==> src/rtl/reg_file_traced_pkg.sv <==
// Shared definitions for the traced register file: default widths, trace
// record width helper and replay FSM state encoding.
package reg_file_traced_pkg;

  localparam int ADDR_W_DEF      = 5;
  localparam int DATA_W_DEF      = 32;
  localparam int TRACE_DEPTH_DEF = 4;

  typedef enum logic [1:0] {
    IDLE = 2'd0,
    HIGH = 2'd1,
    LOW  = 2'd2
  } state_t;

  // Record = {ra1, ra2, rd1, rd2, wa, wd, write}
  function automatic int trace_rec_w(input int aw, input int dw);
    return 3 * aw + 3 * dw + 1;
  endfunction

  localparam int TRACE_REC_W = trace_rec_w(ADDR_W_DEF, DATA_W_DEF);

endpackage

==> src/rtl/reg_file_traced_trace_fifo.sv <==
// Synchronous trace FIFO; a push into a full FIFO is still accepted when a
// pop happens on the same edge.
module trace_fifo
  import reg_file_traced_pkg::*;
#(
  parameter int W     = TRACE_REC_W,
  parameter int DEPTH = TRACE_DEPTH_DEF
) (
  input  logic         clk,
  input  logic         reset,
  input  logic         push,
  input  logic         pop,
  input  logic [W-1:0] din,
  output logic         full,
  output logic         empty,
  output logic [W-1:0] dout
);

  localparam int PTR_W = $clog2(DEPTH);
  localparam int CNT_W = $clog2(DEPTH + 1);

  logic [W-1:0]     r_mem [DEPTH];
  logic [PTR_W-1:0] r_wr_ptr;
  logic [PTR_W-1:0] r_rd_ptr;
  logic [CNT_W-1:0] r_count;
  logic             w_do_push;
  logic             w_do_pop;

  assign full      = (r_count == CNT_W'(DEPTH));
  assign empty     = (r_count == '0);
  assign dout      = r_mem[r_rd_ptr];
  assign w_do_pop  = pop && !empty;
  assign w_do_push = push && (!full || w_do_pop);

  always_ff @(posedge clk or posedge reset) begin
    if (reset) begin
      r_wr_ptr <= '0;
      r_rd_ptr <= '0;
      r_count  <= '0;
      for (int i = 0; i < DEPTH; i++) r_mem[i] <= '0;
    end else begin
      if (w_do_push) begin
        r_mem[r_wr_ptr] <= din;
        r_wr_ptr        <= r_wr_ptr + PTR_W'(1);
      end
      if (w_do_pop) r_rd_ptr <= r_rd_ptr + PTR_W'(1);
      case ({w_do_push, w_do_pop})
        2'b10:   r_count <= r_count + CNT_W'(1);
        2'b01:   r_count <= r_count - CNT_W'(1);
        default: r_count <= r_count;
      endcase
    end
  end

endmodule

==> src/rtl/reg_file_traced.sv <==
// 32x32 MIPS register file (2 read, 1 write, r0 hardwired to zero) with a
// trace FIFO replayed as one-cycle pulses separated by at least one low cycle.
module reg_file_traced
  import reg_file_traced_pkg::*;
#(
  parameter int ADDR_W      = ADDR_W_DEF,
  parameter int DATA_W      = DATA_W_DEF,
  parameter int TRACE_DEPTH = TRACE_DEPTH_DEF
) (
  input  logic              clk,
  input  logic              reset,
  input  logic [ADDR_W-1:0] ra1,
  input  logic [ADDR_W-1:0] ra2,
  output logic [DATA_W-1:0] rd1,
  output logic [DATA_W-1:0] rd2,
  input  logic              we,
  input  logic [ADDR_W-1:0] wa,
  input  logic [DATA_W-1:0] wd,
  input  logic              trace_valid,
  output logic [ADDR_W-1:0] trace_addr1,
  output logic [ADDR_W-1:0] trace_addr2,
  output logic [ADDR_W-1:0] trace_addr3,
  output logic [DATA_W-1:0] trace_data1,
  output logic [DATA_W-1:0] trace_data2,
  output logic [DATA_W-1:0] trace_data3,
  output logic              trace_write,
  output logic              trace_pulse,
  output logic              trace_ovf,
  output state_t            dbg_state
);

  localparam int REC_W = trace_rec_w(ADDR_W, DATA_W);
  localparam int NREGS = 2 ** ADDR_W;

  logic [DATA_W-1:0] r_regs [NREGS];
  state_t            r_state;
  state_t            w_next_state;
  logic              w_pop;
  logic              w_pulse_next;
  logic              w_wr;
  logic              w_full;
  logic              w_empty;
  logic [REC_W-1:0]  w_rec;
  logic [REC_W-1:0]  w_dout;

  assign w_wr = we && (wa != '0);

  // Reads bypass the write port so a same-cycle write is visible immediately.
  always_comb begin
    rd1 = r_regs[ra1];
    rd2 = r_regs[ra2];
    if (ra1 == '0)                  rd1 = '0;
    else if (w_wr && (wa == ra1))   rd1 = wd;
    if (ra2 == '0)                  rd2 = '0;
    else if (w_wr && (wa == ra2))   rd2 = wd;
  end

  always_ff @(posedge clk or posedge reset) begin
    if (reset) begin
      for (int i = 0; i < NREGS; i++) r_regs[i] <= '0;
    end else if (w_wr) begin
      r_regs[wa] <= wd;
    end
  end

  assign w_rec = {ra1, ra2, rd1, rd2, wa, wd, w_wr};

  trace_fifo #(
    .W     (REC_W),
    .DEPTH (TRACE_DEPTH)
  ) u_fifo (
    .clk   (clk),
    .reset (reset),
    .push  (trace_valid),
    .pop   (w_pop),
    .din   (w_rec),
    .full  (w_full),
    .empty (w_empty),
    .dout  (w_dout)
  );

  always_comb begin
    w_next_state = r_state;
    w_pop        = 1'b0;
    w_pulse_next = 1'b0;
    case (r_state)
      IDLE, LOW: begin
        if (!w_empty) begin
          w_pop        = 1'b1;
          w_pulse_next = 1'b1;
          w_next_state = HIGH;
        end else begin
          w_next_state = IDLE;
        end
      end
      HIGH:    w_next_state = LOW;
      default: w_next_state = IDLE;
    endcase
  end

  always_ff @(posedge clk or posedge reset) begin
    if (reset) begin
      r_state     <= IDLE;
      trace_pulse <= 1'b0;
      trace_ovf   <= 1'b0;
      trace_addr1 <= '0;
      trace_addr2 <= '0;
      trace_addr3 <= '0;
      trace_data1 <= '0;
      trace_data2 <= '0;
      trace_data3 <= '0;
      trace_write <= 1'b0;
    end else begin
      r_state     <= w_next_state;
      trace_pulse <= w_pulse_next;
      if (trace_valid && w_full && !w_pop) trace_ovf <= 1'b1;
      if (w_pop) begin
        {trace_addr1, trace_addr2, trace_data1, trace_data2,
         trace_addr3, trace_data3, trace_write} <= w_dout;
      end
    end
  end

  assign dbg_state = r_state;

endmodule

==> config.mk <==
export PLATFORM = sky130hd
export DESIGN_NAME = reg_file_traced
export DESIGN_NICKNAME = d
export VERILOG_FILES = /design/src/rtl/reg_file_traced_pkg.sv /design/src/rtl/reg_file_traced_trace_fifo.sv /design/src/rtl/reg_file_traced.sv
export SDC_FILE = /design/constraint.sdc
export NUM_CORES = 2
export LEC_CHECK = 0
export ABC_CLOCK_PERIOD_IN_PS = 42900
export BUFFER_PORTS_ARGS = -buffer_cell sky130_fd_sc_hd__buf_2
export CAP_MARGIN = 20
export CORE_MARGIN = 1
export CORE_UTILIZATION = 55
export CTS_CLUSTER_DIAMETER = 40
export CTS_CLUSTER_SIZE = 20
export DETAILED_ROUTE_END_ITERATION = 10
export GPL_TIMING_DRIVEN = 0
export PLACE_DENSITY = 0.72
export REMOVE_ABC_BUFFERS = 1
export SLEW_MARGIN = 5
export SYNTH_ARGS = -nofsm -noshare
export SYNTH_HDL_FRONTEND = slang
export SYNTH_HIERARCHICAL = 1
export SYNTH_SLANG_ARGS = --single-unit
export TNS_END_PERCENT = 5
==> constraint.sdc <==
create_clock -name clk -period 42.9 [get_ports clk]
set_clock_uncertainty 0.15 [all_clocks]
set_input_delay 4.29 -clock clk [delete_from_list [all_inputs] [get_ports clk]]
set_output_delay 4.29 -clock clk [all_outputs]
set_load 0.01 [all_outputs]
Yosys cells after proc, flatten, opt, wreduce, memory -nomap -nowiden. Cells that the tools add are included.

Bits in registers: 1595. Input bits: 51. Output and inout port bits: 180. Logic and storage cells: 116.

Add/sub/neg operators: 4. Magnitude comparators: 7. Eq/ne operators: 7. Multiplexer cells: 24. Bitwise logic cells: 5. Reduce and logical (&&, ||, !) cells: 20.

Operator list (count): $bwmux W1024 (1); $bwmux W448 (1); $mux W112 (3); $bmux W32 S5 (2); $mux W32 (9); $bmux W112 S2 (1); $demux W112 S2 (1); $demux W32 S5 (1); $ge A6 B6 Y1 const B (3); $not A5 Y6 (3); $eq A5 B5 Y1 (2); $logic_not A5 Y1 (2); $logic_and A1 B1 Y1 (9); $ge A3 B3 Y1 const B (2); $lt A6 B1 Y1 const B (1); $not A2 Y3 (2); $pmux W3 S2 (1); $reduce_bool A5 Y1 (1); $add A2 B1 Y2 const B (2); $eq A2 B1 Y1 const B (2); $eq A2 B2 Y1 const B (2); $pmux W2 S2 (1); $add A3 B1 Y3 const B (1); $eq A3 B3 Y1 const B (1); other kinds (9) (13).

Longest topological paths before layout.
Word-level depth: 8. Mapped depth: 11. Mapped depth without buffers: 10.

Cells and area by module. Netlist, hierarchy kept.

Modules (own cells, without submodules): reg_file_traced (times used 1, cells an instance 4219, area an instance 60292.8 µm², sequential area each 28502.3 µm²); trace_fifo (times used 1, cells an instance 1124, area an instance 19792.7 µm², sequential area each 11385.9 µm²).

Least setup slack after synthesis. Ideal clock, no wire load.

Path kind: input to output. Start point: in ra2[1]. End point: out rd2[10]. Arrival time: 6.017 ns. Data required time: 38.460 ns. Setup slack: 32.443 ns. Cell stages on the path: 8. Path buffers: 3. Cell sequence: clkbuf_2 -> buf_4 -> nand3b_1 -> clkbuf_1 -> o22ai_1 -> a2111oi_2 -> nor3_1 -> nor3_1.

Longest elaborated chain between the ends: 6. Elaborated cells on any way between the ends: 9. Classes of those cells: 1 x eq/ne; 5 x mux; 1 x bitwise; 2 x reduce/logical.

Ends and longest elaborated chain: start, declared (RTL line reg_file_traced.sv:13) `input logic [ADDR_W-1:0] ra2,`; $not A5 Y6 (implied by the code) (RTL line reg_file_traced.sv:51) `rd2 = r_regs[ra2];`; $bmux W32 S5 (RTL line reg_file_traced.sv:51); $mux W32 (implied by the code) (2 in series) (RTL line reg_file_traced.sv:51); $mux W32 (RTL line reg_file_traced.sv:55) `else if (w_wr && (wa == ra2)) rd2 = wd;`; $mux W32 * (RTL line reg_file_traced.sv:54) `if (ra2 == '0) rd2 = '0;`; end, declared (RTL line reg_file_traced.sv:15) `output logic [DATA_W-1:0] rd2,`.

Mark *: on every way between the ends. The rest lies on a longest branch, timed or not. The select of a mux whose other input is x is not followed.

Worst setup path in the final report.
Start point: in ra2[1]. End point: out rd2[15].

Same word-level chain as after synthesis.

==> impl_results.html <==
<table>
<tr><th>Metric</th><th>Value</th></tr>
<tr><th colspan="2">Placed design</th></tr>
<tr><td>Pre-CTS WS</td><td>30.12 ns</td></tr>
<tr><td>Routability congestion estimate</td><td>slightly below 0.8</td></tr>
<tr><td>Number of port buffers</td><td>230</td></tr>
<tr><td>Dpl cells</td><td>7090</td></tr>
<tr><td>DP Area</td><td>84200 um2</td></tr>
<tr><td>Detailed-placement wirelength estimate</td><td>137000 um</td></tr>
<tr><th colspan="2">Synthesis</th></tr>
<tr><td>Post-synthesis cell count</td><td>about 5300</td></tr>
<tr><td>Synth unique cells</td><td>74</td></tr>
<tr><td>Syn_area_per_cell</td><td>15.0 um2</td></tr>
<tr><td>Count of warnings emitted by yosys</td><td>6</td></tr>
<tr><td>Combinational family with the most area after synthesis</td><td>multiplexers</td></tr>
<tr><td>Cell Area, Synth</td><td>~80000 um2</td></tr>
<tr><td>Xor and xnor area share after synthesis</td><td>0.00164</td></tr>
<tr><td>Number of flip-flops and latches in the synthesized netlist</td><td>1594</td></tr>
<tr><td>Simple-gate area share of the yosys netlist</td><td>0.0202</td></tr>
<tr><td>Ys async rst share</td><td>1.00</td></tr>
<tr><td>Most common flop cell mapped by yosys</td><td>dfrtp_1</td></tr>
<tr><td>Proportion of synthesized chip area in sequential cells</td><td>0.498</td></tr>
<tr><td>Fraction of the mapped netlist area in compound gates</td><td>0.0438</td></tr>
<tr><td>Arithmetic-cell share of the synthesized area counting full adders, half adders and majority gates</td><td>0.00103</td></tr>
<tr><td>Mux contribution to synthesized area</td><td>0.397</td></tr>
<tr><td>Count of flip-flops with a built-in enable after synthesis</td><td>0</td></tr>
<tr><th colspan="2">Drt</th></tr>
<tr><td>Drt initial violations</td><td>~4400</td></tr>
<tr><td>WL per Instance</td><td>30.5 um</td></tr>
<tr><td>Vias per Instance</td><td>approximately 6.7</td></tr>
<tr><td>Routed wire length</td><td>roughly 230000 um</td></tr>
<tr><td>DRC violation count after routing</td><td>13</td></tr>
<tr><td>Drt first pass iters</td><td>8</td></tr>
<tr><td>Via count</td><td>approximately 50000</td></tr>
<tr><td>Antenna Violating Nets Remaining</td><td>0</td></tr>
<tr><th colspan="2">Min path</th></tr>
<tr><td>Kind of path behind the tightest hold check</td><td>register to register</td></tr>
<tr><th colspan="2">Cells and area</th></tr>
<tr><td>Final cell count without fillers</td><td>7512</td></tr>
<tr><td>Core occupancy in the finished layout</td><td>0.638</td></tr>
<tr><td>Share of cells above drive strength 1</td><td>0.495</td></tr>
<tr><td>Area taken by multi-input logic gates</td><td>37500 um2</td></tr>
<tr><td>FF+latch area</td><td>39900 um2</td></tr>
<tr><td>Summed area of non-filler cells in the final layout</td><td>just over 90000 um2</td></tr>
<tr><td>Final Net Count</td><td>between 5000 and 6000</td></tr>
<tr><td>Fill cell total of the finished layout</td><td>10347</td></tr>
<tr><td>Layout area overhead</td><td>14.8%</td></tr>
<tr><th colspan="2">Critical path</th></tr>
<tr><td>CP startpoint kind</td><td>input pin</td></tr>
<tr><td>WP data required</td><td>between 30 and 40 ns</td></tr>
<tr><td>Category of the worst setup path capture point</td><td>output port</td></tr>
<tr><td>Arrival time at the worst endpoint</td><td>approximately 8.4 ns</td></tr>
<tr><td>Critical path type</td><td>input pin to output port</td></tr>
<tr><td>Crit path max fanout</td><td>84</td></tr>
<tr><th colspan="2">GRT</th></tr>
<tr><td>Total global-route track usage</td><td>0.315</td></tr>
<tr><td>Wire length of the first global-routing pass</td><td>between 300000 and 400000 um</td></tr>
<tr><td>Antenna violations before repair</td><td>4</td></tr>
<tr><td>Largest net degree at the start of global routing</td><td>approximately 120</td></tr>
<tr><td>Vias in the first global route</td><td>between 50000 and 60000</td></tr>
<tr><td>Overflow left after global routing</td><td>0</td></tr>
<tr><th colspan="2">CTS</th></tr>
<tr><td>Buffer levels on the longest clock path</td><td>3</td></tr>
<tr><td>Number of CTS-inserted buffers</td><td>approximately 220</td></tr>
<tr><td>Quantity of gates resized following cts</td><td>0</td></tr>
<tr><td>Post-CTS setup repair buffer count</td><td>0</td></tr>
<tr><td>Clock Sinks</td><td>1594</td></tr>
<tr><td>Post-CTS Hold Fix Bufs</td><td>0</td></tr>
<tr><td>Worst skew pair latency</td><td>0.86 ns</td></tr>
<tr><td>Deepest level of the CTS H-tree</td><td>4</td></tr>
<tr><td>Clock Root Buffer</td><td>clkbuf_16</td></tr>
<tr><td>Clock-pin transition on the worst setup and hold timing paths</td><td>0.06 ns</td></tr>
<tr><td>TritonCTS clock tree</td><td>built</td></tr>
<tr><th colspan="2">STA</th></tr>
<tr><td>Hold Violations, Final</td><td>0</td></tr>
<tr><td>Worst hold slack across all endpoints</td><td>0.248 ns</td></tr>
<tr><td>Setup-failing EPs final</td><td>0</td></tr>
<tr><td>Final critical delay including setup and external delays</td><td>~13 ns</td></tr>
<tr><td>Relative slew margins</td><td>0.135</td></tr>
<tr><td>Slew Limit Fails</td><td>0</td></tr>
<tr><td>Tcrit/Tclk final</td><td>0.298</td></tr>
<tr><td>Worst slew pin tran</td><td>about 1.3 ns</td></tr>
<tr><td>Max Fclk</td><td>approximately 78 MHz</td></tr>
<tr><td>Setup slack of the critical path after layout</td><td>roughly 30 ns</td></tr>
<tr><td>Setup repair after global routing missed its margin</td><td>no</td></tr>
<tr><th colspan="2">Power</th></tr>
<tr><td>Part of the power in registers</td><td>0.400</td></tr>
<tr><td>Total leakage power</td><td>40.7 nW</td></tr>
<tr><td>Internal power contribution</td><td>approximately 3.9 mW</td></tr>
<tr><td>Total power divided by cell area</td><td>60.6 nW/um2</td></tr>
<tr><td>Clock share of power</td><td>0.340</td></tr>
<tr><td>Switching power share of the total</td><td>0.292</td></tr>
<tr><td>Net switching power</td><td>around 1.6 mW</td></tr>
<tr><td>Gate power share</td><td>0.260</td></tr>
<tr><td>Peak supply drop</td><td>approximately 50 uV</td></tr>
<tr><th colspan="2">Floorplan</th></tr>
<tr><td>Die boundary height</td><td>around 380 um</td></tr>
<tr><td>Die area</td><td>147000 um2</td></tr>
<tr><td>Ports placed on the boundary</td><td>roughly 230</td></tr>
<tr><td>Die Wd</td><td>roughly 380 um</td></tr>
<tr><td>Starting density of the core</td><td>0.556</td></tr>
<tr><td>Number of rows in the core area</td><td>around 140</td></tr>
<tr><td>Total core area</td><td>144000 um2</td></tr>
<tr><th colspan="2">Run status</th></tr>
<tr><td>Outcome</td><td>finished with violations</td></tr>
<tr><td>Violations in the final reports</td><td>DRC</td></tr>
<tr><th colspan="2">Flow run</th></tr>
<tr><td># Max-Cap Violations</td><td>0</td></tr>
</table>
sequential cells by signal, summed over array words and instances, names as in the netlist, 2 cells and up:
register         cells
dbg_state            2
trace_addr2          5
u_fifo/r_rd_ptr      2
u_fifo/r_wr_ptr      2
u_fifo/r_count       3
u_fifo/r_mem       448
trace_data2         32
trace_addr3          5
r_regs            1024
trace_data1         32
trace_addr1          5
trace_data3         32
area by class of cell:
type / instances / area share
clock buffer: 267 / 0.0645
multi-input combinational: 3203 / 0.408
tap: 1903 / 0.0259
antenna: 1 / 0.0000272
timing repair buffer: 378 / 0.0472
clock inverter: 152 / 0.0199
inverter: 14 / 0.000749
sequential: 1594 / 0.434
stage by stage:
| stage | TNS (ns) | power [mW] |
|---|---|---|
| floorplan | 0 | 3.28 |
| global placement | -8507.74 | 3.76 |
| detailed placement | 0 | 3.70 |
| CTS | 0 | 5.61 |
| global route | 0 | 5.82 |
| finish | 0 | 5.57 |
critical path, cell delays in order:
cell	delay, ns
buf_8	0.50
buf_16	0.52
or3b_2	0.93
o22ai_1	0.16
a2111oi_0	0.71
nor4_1	0.14
nor3_1	0.72
buf_2	0.28
power by group through the flow:
stage | registers [mW] | clock network [mW] | logic [mW]
2_1_floorplan | 2.21 | 0 | 1.07
3_3_place_gp | 2.27 | 0 | 1.49
3_5_place_dp | 2.24 | 0 | 1.46
4_1_cts | 2.22 | 1.92 | 1.46
5_1_grt | 2.28 | 1.98 | 1.55
6_report | 2.23 | 1.89 | 1.45
cells in the final DEF, fill, tap and decap left out, types with 20 or more instances in the layout:
| master | n |
|---|---|
| buf_2 | 222 |
| o21ai_0 | 55 |
| buf_12 | 53 |
| mux2_1 | 125 |
| o22ai_1 | 43 |
| a211oi_1 | 46 |
| a21oi_1 | 40 |
| clkinvlp_4 | 30 |
| a22o_1 | 25 |
| a221oi_1 | 74 |
| o211ai_1 | 20 |
| buf_8 | 29 |
| o22a_1 | 22 |
| clkbuf_1 | 24 |
| nor3_1 | 62 |
| dfrtp_1 | 1592 |
| mux4_2 | 450 |
| buf_16 | 57 |
| inv_8 | 23 |
| clkinv_2 | 24 |
| clkbuf_8 | 21 |
| clkbuf_16 | 222 |
| bufinv_16 | 20 |
| inv_6 | 24 |
| a22oi_1 | 21 |
| nor2_1 | 78 |
| nand2_1 | 45 |
| mux2i_1 | 327 |
| mux2_2 | 1478 |
worst paths after layout:
check                                              start                            end  slack (ns)  depth (start not counted)
hold reg to reg                  r_regs[992]$_DFFE_PP0P_        r_regs[992]$_DFFE_PP0P_        0.25                          0
min in group asynchronous                          reset  u_fifo/r_count[2]$_DFFE_PP0P_        3.35                          2
hold / removal                   r_regs[992]$_DFFE_PP0P_        r_regs[992]$_DFFE_PP0P_        0.25                          0
setup / recovery                                  ra2[1]                        rd2[15]       30.11                          8
setup reg to reg           u_fifo/r_count[0]$_DFFE_PP0P_  u_fifo/r_mem[434]$_DFFE_PP0P_       39.65                          8
max in group asynchronous                          reset     trace_data3[0]$_DFFE_PP0P_       36.52                          6
metal layers:
metal / vias to the layer above / track usage / part of all wire
met3: 548 / 0.0666 / 0.079
met2: 2109 / 0.499 / 0.48
met1: 26829 / 0.427 / 0.40
li1: 20623 / - / -
met4: 6 / 0.128 / 0.041
met5: - / 0 / 0.00017
synth_stat cells, types with 5 or more instances:
master | count | share of area
clkbuf_1 | 208 | 0.0097
o2111ai_1 | 6 | 0.00066
a31oi_1 | 13 | 0.0010
o31a_1 | 11 | 0.0012
o221ai_1 | 11 | 0.0012
mux4_1 | 13 | 0.0043
a221oi_1 | 74 | 0.0081
nand3b_1 | 6 | 0.00056
ha_1 | 5 | 0.00078
o211a_1 | 7 | 0.00087
mux2_1 | 125 | 0.018
a211o_1 | 15 | 0.0016
nand3_1 | 6 | 0.00037
dfrtp_1 | 1594 | 0.50
o21ai_0 | 55 | 0.0034
nand2b_1 | 15 | 0.0012
a22oi_1 | 21 | 0.0020
nor2_1 | 98 | 0.0046
o22a_1 | 22 | 0.0024
o22ai_1 | 43 | 0.0034
buf_8 | 7 | 0.0013
a2111oi_0 | 8 | 0.00087
buf_2 | 143 | 0.0089
or2_2 | 6 | 0.00047
inv_1 | 12 | 0.00056
mux2i_1 | 327 | 0.041
a21oi_1 | 40 | 0.0025
nor3b_1 | 12 | 0.0011
buf_1 | 52 | 0.0024
o21a_1 | 9 | 0.00084
nor2b_1 | 23 | 0.0018
xnor2_1 | 9 | 0.00098
buf_4 | 47 | 0.0044
mux4_2 | 450 | 0.13
a211oi_1 | 46 | 0.0043
buf_6 | 68 | 0.0096
o211ai_1 | 20 | 0.0019
and2_1 | 7 | 0.00055
a22o_1 | 25 | 0.0027
mux2_2 | 1478 | 0.21
nor3_1 | 64 | 0.0040
a221o_1 | 17 | 0.0021
xor2_1 | 6 | 0.00066
nand2_1 | 61 | 0.0029
cells by family after synthesis:
family,after synthesis
flops,1594
buf+inv,546
compound gates,466
simple gates,323
xor+xnor,15
fa+ha+maj,6
mux,2393
Power figures use the tool's default switching activity.
